File: config.mk
export PLATFORM = sky130hd
export DESIGN_NAME = inst_fetch
export DESIGN_NICKNAME = d
export VERILOG_FILES = /design/src/rtl/inst_fetch.sv
export SDC_FILE = /design/constraint.sdc
export NUM_CORES = 1
export LEC_CHECK = 0
export CORE_ASPECT_RATIO = 0.9
export CORE_UTILIZATION = 53
export CTS_CLUSTER_SIZE = 8
export DETAILED_ROUTE_END_ITERATION = 10
export PLACE_DENSITY_LB_ADDON = 0.25
export SKIP_CTS_REPAIR_TIMING = 1
export SLEW_MARGIN = 20
export SYNTH_ARGS = -nofsm -noshare
export SYNTH_HDL_FRONTEND = slang
export SYNTH_SLANG_ARGS = --single-unit
File: constraint.sdc
create_clock -name Clk -period 4.4 [get_ports Clk]
set_input_delay 0.88 -clock Clk [delete_from_list [all_inputs] [get_ports Clk]]
set_output_delay 0.88 -clock Clk [all_outputs]
set_load 0.03 [all_outputs]
File: src/rtl/inst_fetch.sv
// inst_fetch: program counter and fetch sequencer that drives the instruction
// ROM address. It arms on Start, runs on Start's falling level, follows
// absolute and PC-relative branches, honours stall and halt, and counts the
// instructions retired in the current run.
module inst_fetch #(
  parameter int A_WIDTH   = 11,
  parameter int OFF_WIDTH = 8,
  parameter int CNT_WIDTH = 16
) (
  input  logic                 Clk,
  input  logic                 Reset,
  input  logic                 Start,
  input  logic                 Stall,
  input  logic                 Halt,
  input  logic                 BranchAbs,
  input  logic                 BranchRel,
  input  logic                 Taken,
  input  logic [A_WIDTH-1:0]   Target,
  input  logic [OFF_WIDTH-1:0] Offset,
  output logic [A_WIDTH-1:0]   InstAddress,
  output logic                 Running,
  output logic                 Done,
  output logic [CNT_WIDTH-1:0] InstCount
);

  typedef enum logic [1:0] {
    IDLE  = 2'd0,
    ARMED = 2'd1,
    RUN   = 2'd2,
    DONE  = 2'd3
  } state_t;

  state_t               state_q, state_d;
  logic [A_WIDTH-1:0]   pc_q, pc_d;
  logic                 running_q, running_d;
  logic                 done_q, done_d;
  logic [CNT_WIDTH-1:0] cnt_q, cnt_d;

  logic [A_WIDTH-1:0]   offset_ext;
  logic [A_WIDTH-1:0]   pc_rel;
  logic [A_WIDTH-1:0]   pc_inc;
  logic [CNT_WIDTH-1:0] cnt_sat_inc;

  // Sign-extend the relative offset and precompute the candidate next PCs;
  // the A_WIDTH-bit sums wrap naturally modulo the ROM depth.
  always_comb begin
    offset_ext  = {{(A_WIDTH-OFF_WIDTH){Offset[OFF_WIDTH-1]}}, Offset};
    pc_rel      = pc_q + offset_ext;
    pc_inc      = pc_q + {{(A_WIDTH-1){1'b0}}, 1'b1};
    cnt_sat_inc = (cnt_q == {CNT_WIDTH{1'b1}}) ? cnt_q
                                               : cnt_q + {{(CNT_WIDTH-1){1'b0}}, 1'b1};
  end

  // Next-state, next-PC and next-output decision; outputs are computed one
  // cycle ahead so every port comes straight from a flop.
  always_comb begin
    state_d   = state_q;
    pc_d      = pc_q;
    running_d = running_q;
    done_d    = done_q;
    cnt_d     = cnt_q;
    unique case (state_q)
      IDLE: begin
        pc_d      = '0;
        running_d = 1'b0;
        done_d    = 1'b0;
        if (Start) begin
          state_d = ARMED;
          cnt_d   = '0;
        end
      end
      ARMED: begin
        pc_d   = '0;
        cnt_d  = '0;
        done_d = 1'b0;
        if (!Start) begin
          state_d   = RUN;
          running_d = 1'b1;
        end
      end
      RUN: begin
        if (Start) begin
          state_d   = ARMED;
          pc_d      = '0;
          cnt_d     = '0;
          running_d = 1'b0;
        end else begin
          if (!Stall || Halt) begin
            cnt_d = cnt_sat_inc;
          end
          if (Halt) begin
            state_d   = DONE;
            running_d = 1'b0;
            done_d    = 1'b1;
          end else if (Stall) begin
            pc_d = pc_q;
          end else if (BranchAbs && Taken) begin
            pc_d = Target;
          end else if (BranchRel && Taken) begin
            pc_d = pc_rel;
          end else begin
            pc_d = pc_inc;
          end
        end
      end
      DONE: begin
        if (Start) begin
          state_d = ARMED;
          pc_d    = '0;
          cnt_d   = '0;
          done_d  = 1'b0;
        end
      end
      default: begin
        state_d   = IDLE;
        pc_d      = '0;
        running_d = 1'b0;
        done_d    = 1'b0;
        cnt_d     = '0;
      end
    endcase
  end

  // State and output registers; synchronous reset overrides everything.
  always_ff @(posedge Clk) begin
    if (Reset) begin
      state_q   <= IDLE;
      pc_q      <= '0;
      running_q <= 1'b0;
      done_q    <= 1'b0;
      cnt_q     <= '0;
    end else begin
      state_q   <= state_d;
      pc_q      <= pc_d;
      running_q <= running_d;
      done_q    <= done_d;
      cnt_q     <= cnt_d;
    end
  end

  assign InstAddress = pc_q;
  assign Running     = running_q;
  assign Done        = done_q;
  assign InstCount   = cnt_q;

endmodule

==> flow_summary.yaml <==
global_route:
  grt-ovfl-total: 0
  grt_max_degree: 23
  grt_antenna_before_repair: 0
  grt_pass1_wl_um: 9000
  grt_usage_pct: 25.7
  grt_pass1_vias: 1898
setup_path:
  critPathKind: "input pin to flip-flop"
  worst_ep_required_time_ns: 4.58
  endpoint_kind: "flip-flop"
  max_stage_delay_ns: 0.62
  path_cells: "clkdlybuf4s50_1, nand3_1, inv_1, ha_1, a2111oi_2, o31ai_1, xor2_1, a222oi_1, nor2_1"
  cp-start-kind: "input pin"
  cp_slowest_cell: "clkdlybuf4s50_1"
  crit_fanout: 10
  rrSetupSlack_ns: 1.91
  cp.arrival_ns: 3.29
die:
  start_util_pct: 57.2
  die_area_um2: 4430
  io_pins: 56
  placementRows: 21
  die_y_um: 63.3
  fp.coreArea_um2: 3860
  die_width_um: 70.1
power_and_ir_drop:
  p_int_uw: 574
  clkPwrFrac_pct: 43.6
  powerDensity_nw_per_um2: 270
  p_seq_share_pct: 37.7
  pwr-share-comb_pct: 18.6
  p_sw_share_pct: 27.0
  netSwitchingPower_uw: 213
  peakVddDrop_mv: 0.232
  leakage_nw: 1.08
clock_network:
  cts_buffers: 5
  htreeDepth: 2
  cts_sinks: 31
  insertion_delay_ns: 0.29
  root_buffer: "clkbuf_8"
  path_clk_slew_ns: 0.07
  cts_tree: "yes"
  clock_path_buffers: 2
synth:
  synth_edf_count: 0
  synth-main-ff-cell: "dfxtp_1"
  netlist_area_um2: 2210
  yosys_warnings: 0
  async_flop_share_pct: 0
  ys_seq_area_share_pct: 28.1
  syn_area_per_cell_um2: 8.18
  synth_seq_cells: 31
  synthCells: 270
  syn_nets: 314
  synthDistinctLibCells: 55
timing:
  fin_crit_ns: 3.11
  fin_worst_skew_ns: 0.00493
  rsz0062_at_grt: "no"
  fmax_ghz: 0.322
  tightest_slew_ns: 0.963
  fin_hold_ws_ns: 0.488
  maxSlewViolCount: 0
  max-slew-margin-rel_pct: 35.8
  period_share_pct: 70.7
  setup_tns_ns: 0
  hold_violations: 0
  setup_viol: 0
final_layout:
  fin_util_pct: 75.4
  stdcell_count: 370
  area_growth_pct: 31.8
  drive_gt1_share_pct: 6.17
  antenna_cells: 0
  design_area_um2: 2910
  n_fill_cell: 308
  nets: 367
placed_design:
  place.gp.congestion: 0.875
  dpl-instance-area_um2: 2780
  hpwl_um: 4000
  io_buffers: 55
  dp.cells: 362
route:
  vias_per_cell: 5.89
  ant_nets: 0
  drt_iter0_drc: 188
  drtPass1Iterations: 4
  routed_wl_um: 5520
  route.detailed.drc: 0
  wl_per_cell_um: 14.9
  vias: 2179
flow_run:
  drv_cap: 0
run_status:
  status: "complete, no violations"
hold_path:
  hp-class: "flip-flop to flip-flop"
[through the flow]
stage / setup WS [ns] / power [mW]
floorplan: 1.67 / 0.396
finish: 1.29 / 0.787
CTS: 1.31 / 0.791
global route: 1.06 / 0.822
detailed placement: 1.00 / 0.448
global placement: 1.15 / 0.446
[metal layers]
layer  part of all wire (%)  track usage (%)
met1                     50             37.5
met2                     44             36.4
met3                    5.1             5.28
met4                    1.3             11.0
met5                      0                0
[worst max-delay path: cells and delay by family]
family / cells / cell delay (ns)
buffers and inverters: 2 / 0.72
and+or+nand+nor: 2 / 0.26
xor gates and xnor gates: 1 / 0.16
adders and majority gates: 1 / 0.25
AOI/OAI and AO/OA: 3 / 1.03
[flip-flops by register name, summed over array words and instances (netlist names)]
signal       flops
Done             1
InstCount       16
Running          1
InstAddress     11
state_q          2
[layout by cell type (no fill, tap or decap), drive strengths merged, types with 2 or more instances in the layout]
master	n
nor4	6
xnor2	11
xor2	4
ha	16
and4	3
nor2b	3
o211ai	2
a2111oi	4
buf	2
o31ai	4
nand3b	3
a21o	3
o21a	2
a211oi	6
nand4b	2
dfxtp	31
nand2	19
or3	4
or4	2
a32oi	2
and3	7
clkbuf	5
clkdlybuf4s50	55
nand3	11
mux2i	2
a32o	2
nor3	7
nand2b	4
bufinv	2
a22oi	4
inv	13
nand4	3
and2	2
a21oi	23
o2111ai	3
o21ai	14
nor2	28
[final timing paths]
kind                                 from                          end  cells past startpoint
setup / recovery                    Taken  InstAddress[5]$_SDFFE_PP0P_                      9
hold / removal          Done$_SDFFE_PP0P_            Done$_SDFFE_PP0P_                      2
setup reg to reg  state_q[0]$_SDFFE_PP0P_    InstCount[9]$_SDFFE_PP0P_                      7
hold reg to reg         Done$_SDFFE_PP0P_            Done$_SDFFE_PP0P_                      2
[logic make-up (layout without fill, tap and decap cells)]
group	Yosys count	count (layout)	synth area share [%]
simple gates	104	104	26.2
compound gates	77	77	24.1
flops	31	31	28.1
buf+inv	24	78	4.81
fa+ha+maj	17	17	9.97
xor+xnor	15	15	5.95
mux	2	2	0.906
[synth_stat cells, drive strengths merged, types with 3 or more instances]
cell	instances	area, µm²
inv	13	48.8
and4	3	28.8
dfxtp	31	621
nand4	3	33.8
o21ai	14	70.1
and3	7	43.8
a22oi	4	30.0
a21oi	23	115
a2111oi	4	50.1
o31ai	4	30.0
nand2b	4	25.0
xnor2	11	96.3
nor3	7	35.0
nor4	6	58.8
xor2	4	35.0
nor2b	3	18.8
nand3	11	60.1
ha	16	200
nand3b	3	26.3
or3	4	25.0
nand2	19	71.3
nor2	28	108
o2111ai	3	26.3
clkbuf	9	45.0
a211oi	6	45.0
a21o	3	22.5
[power by group through the flow]
stage	clock network (mW)	registers [mW]	logic, mW
6_report	0.343	0.297	0.147
5_1_grt	0.363	0.298	0.161
4_1_cts	0.348	0.297	0.146
3_5_place_dp	0	0.303	0.145
3_3_place_gp	0	0.303	0.142
2_1_floorplan	0	0.307	0.0890
[layout make-up]
type	instances	area, µm²	share of cell area [%]
Inverter	13	48.8	1.68
Tap cell	46	57.6	1.98
Clock buffer	5	68.8	2.36
Timing Repair Buffer	57	566	19.4
Sequential cell	31	621	21.3
Clock inverter	3	67.6	2.32
Multi-Input combinational cell	215	1480	50.9
Power figures use the tool's default switching activity.
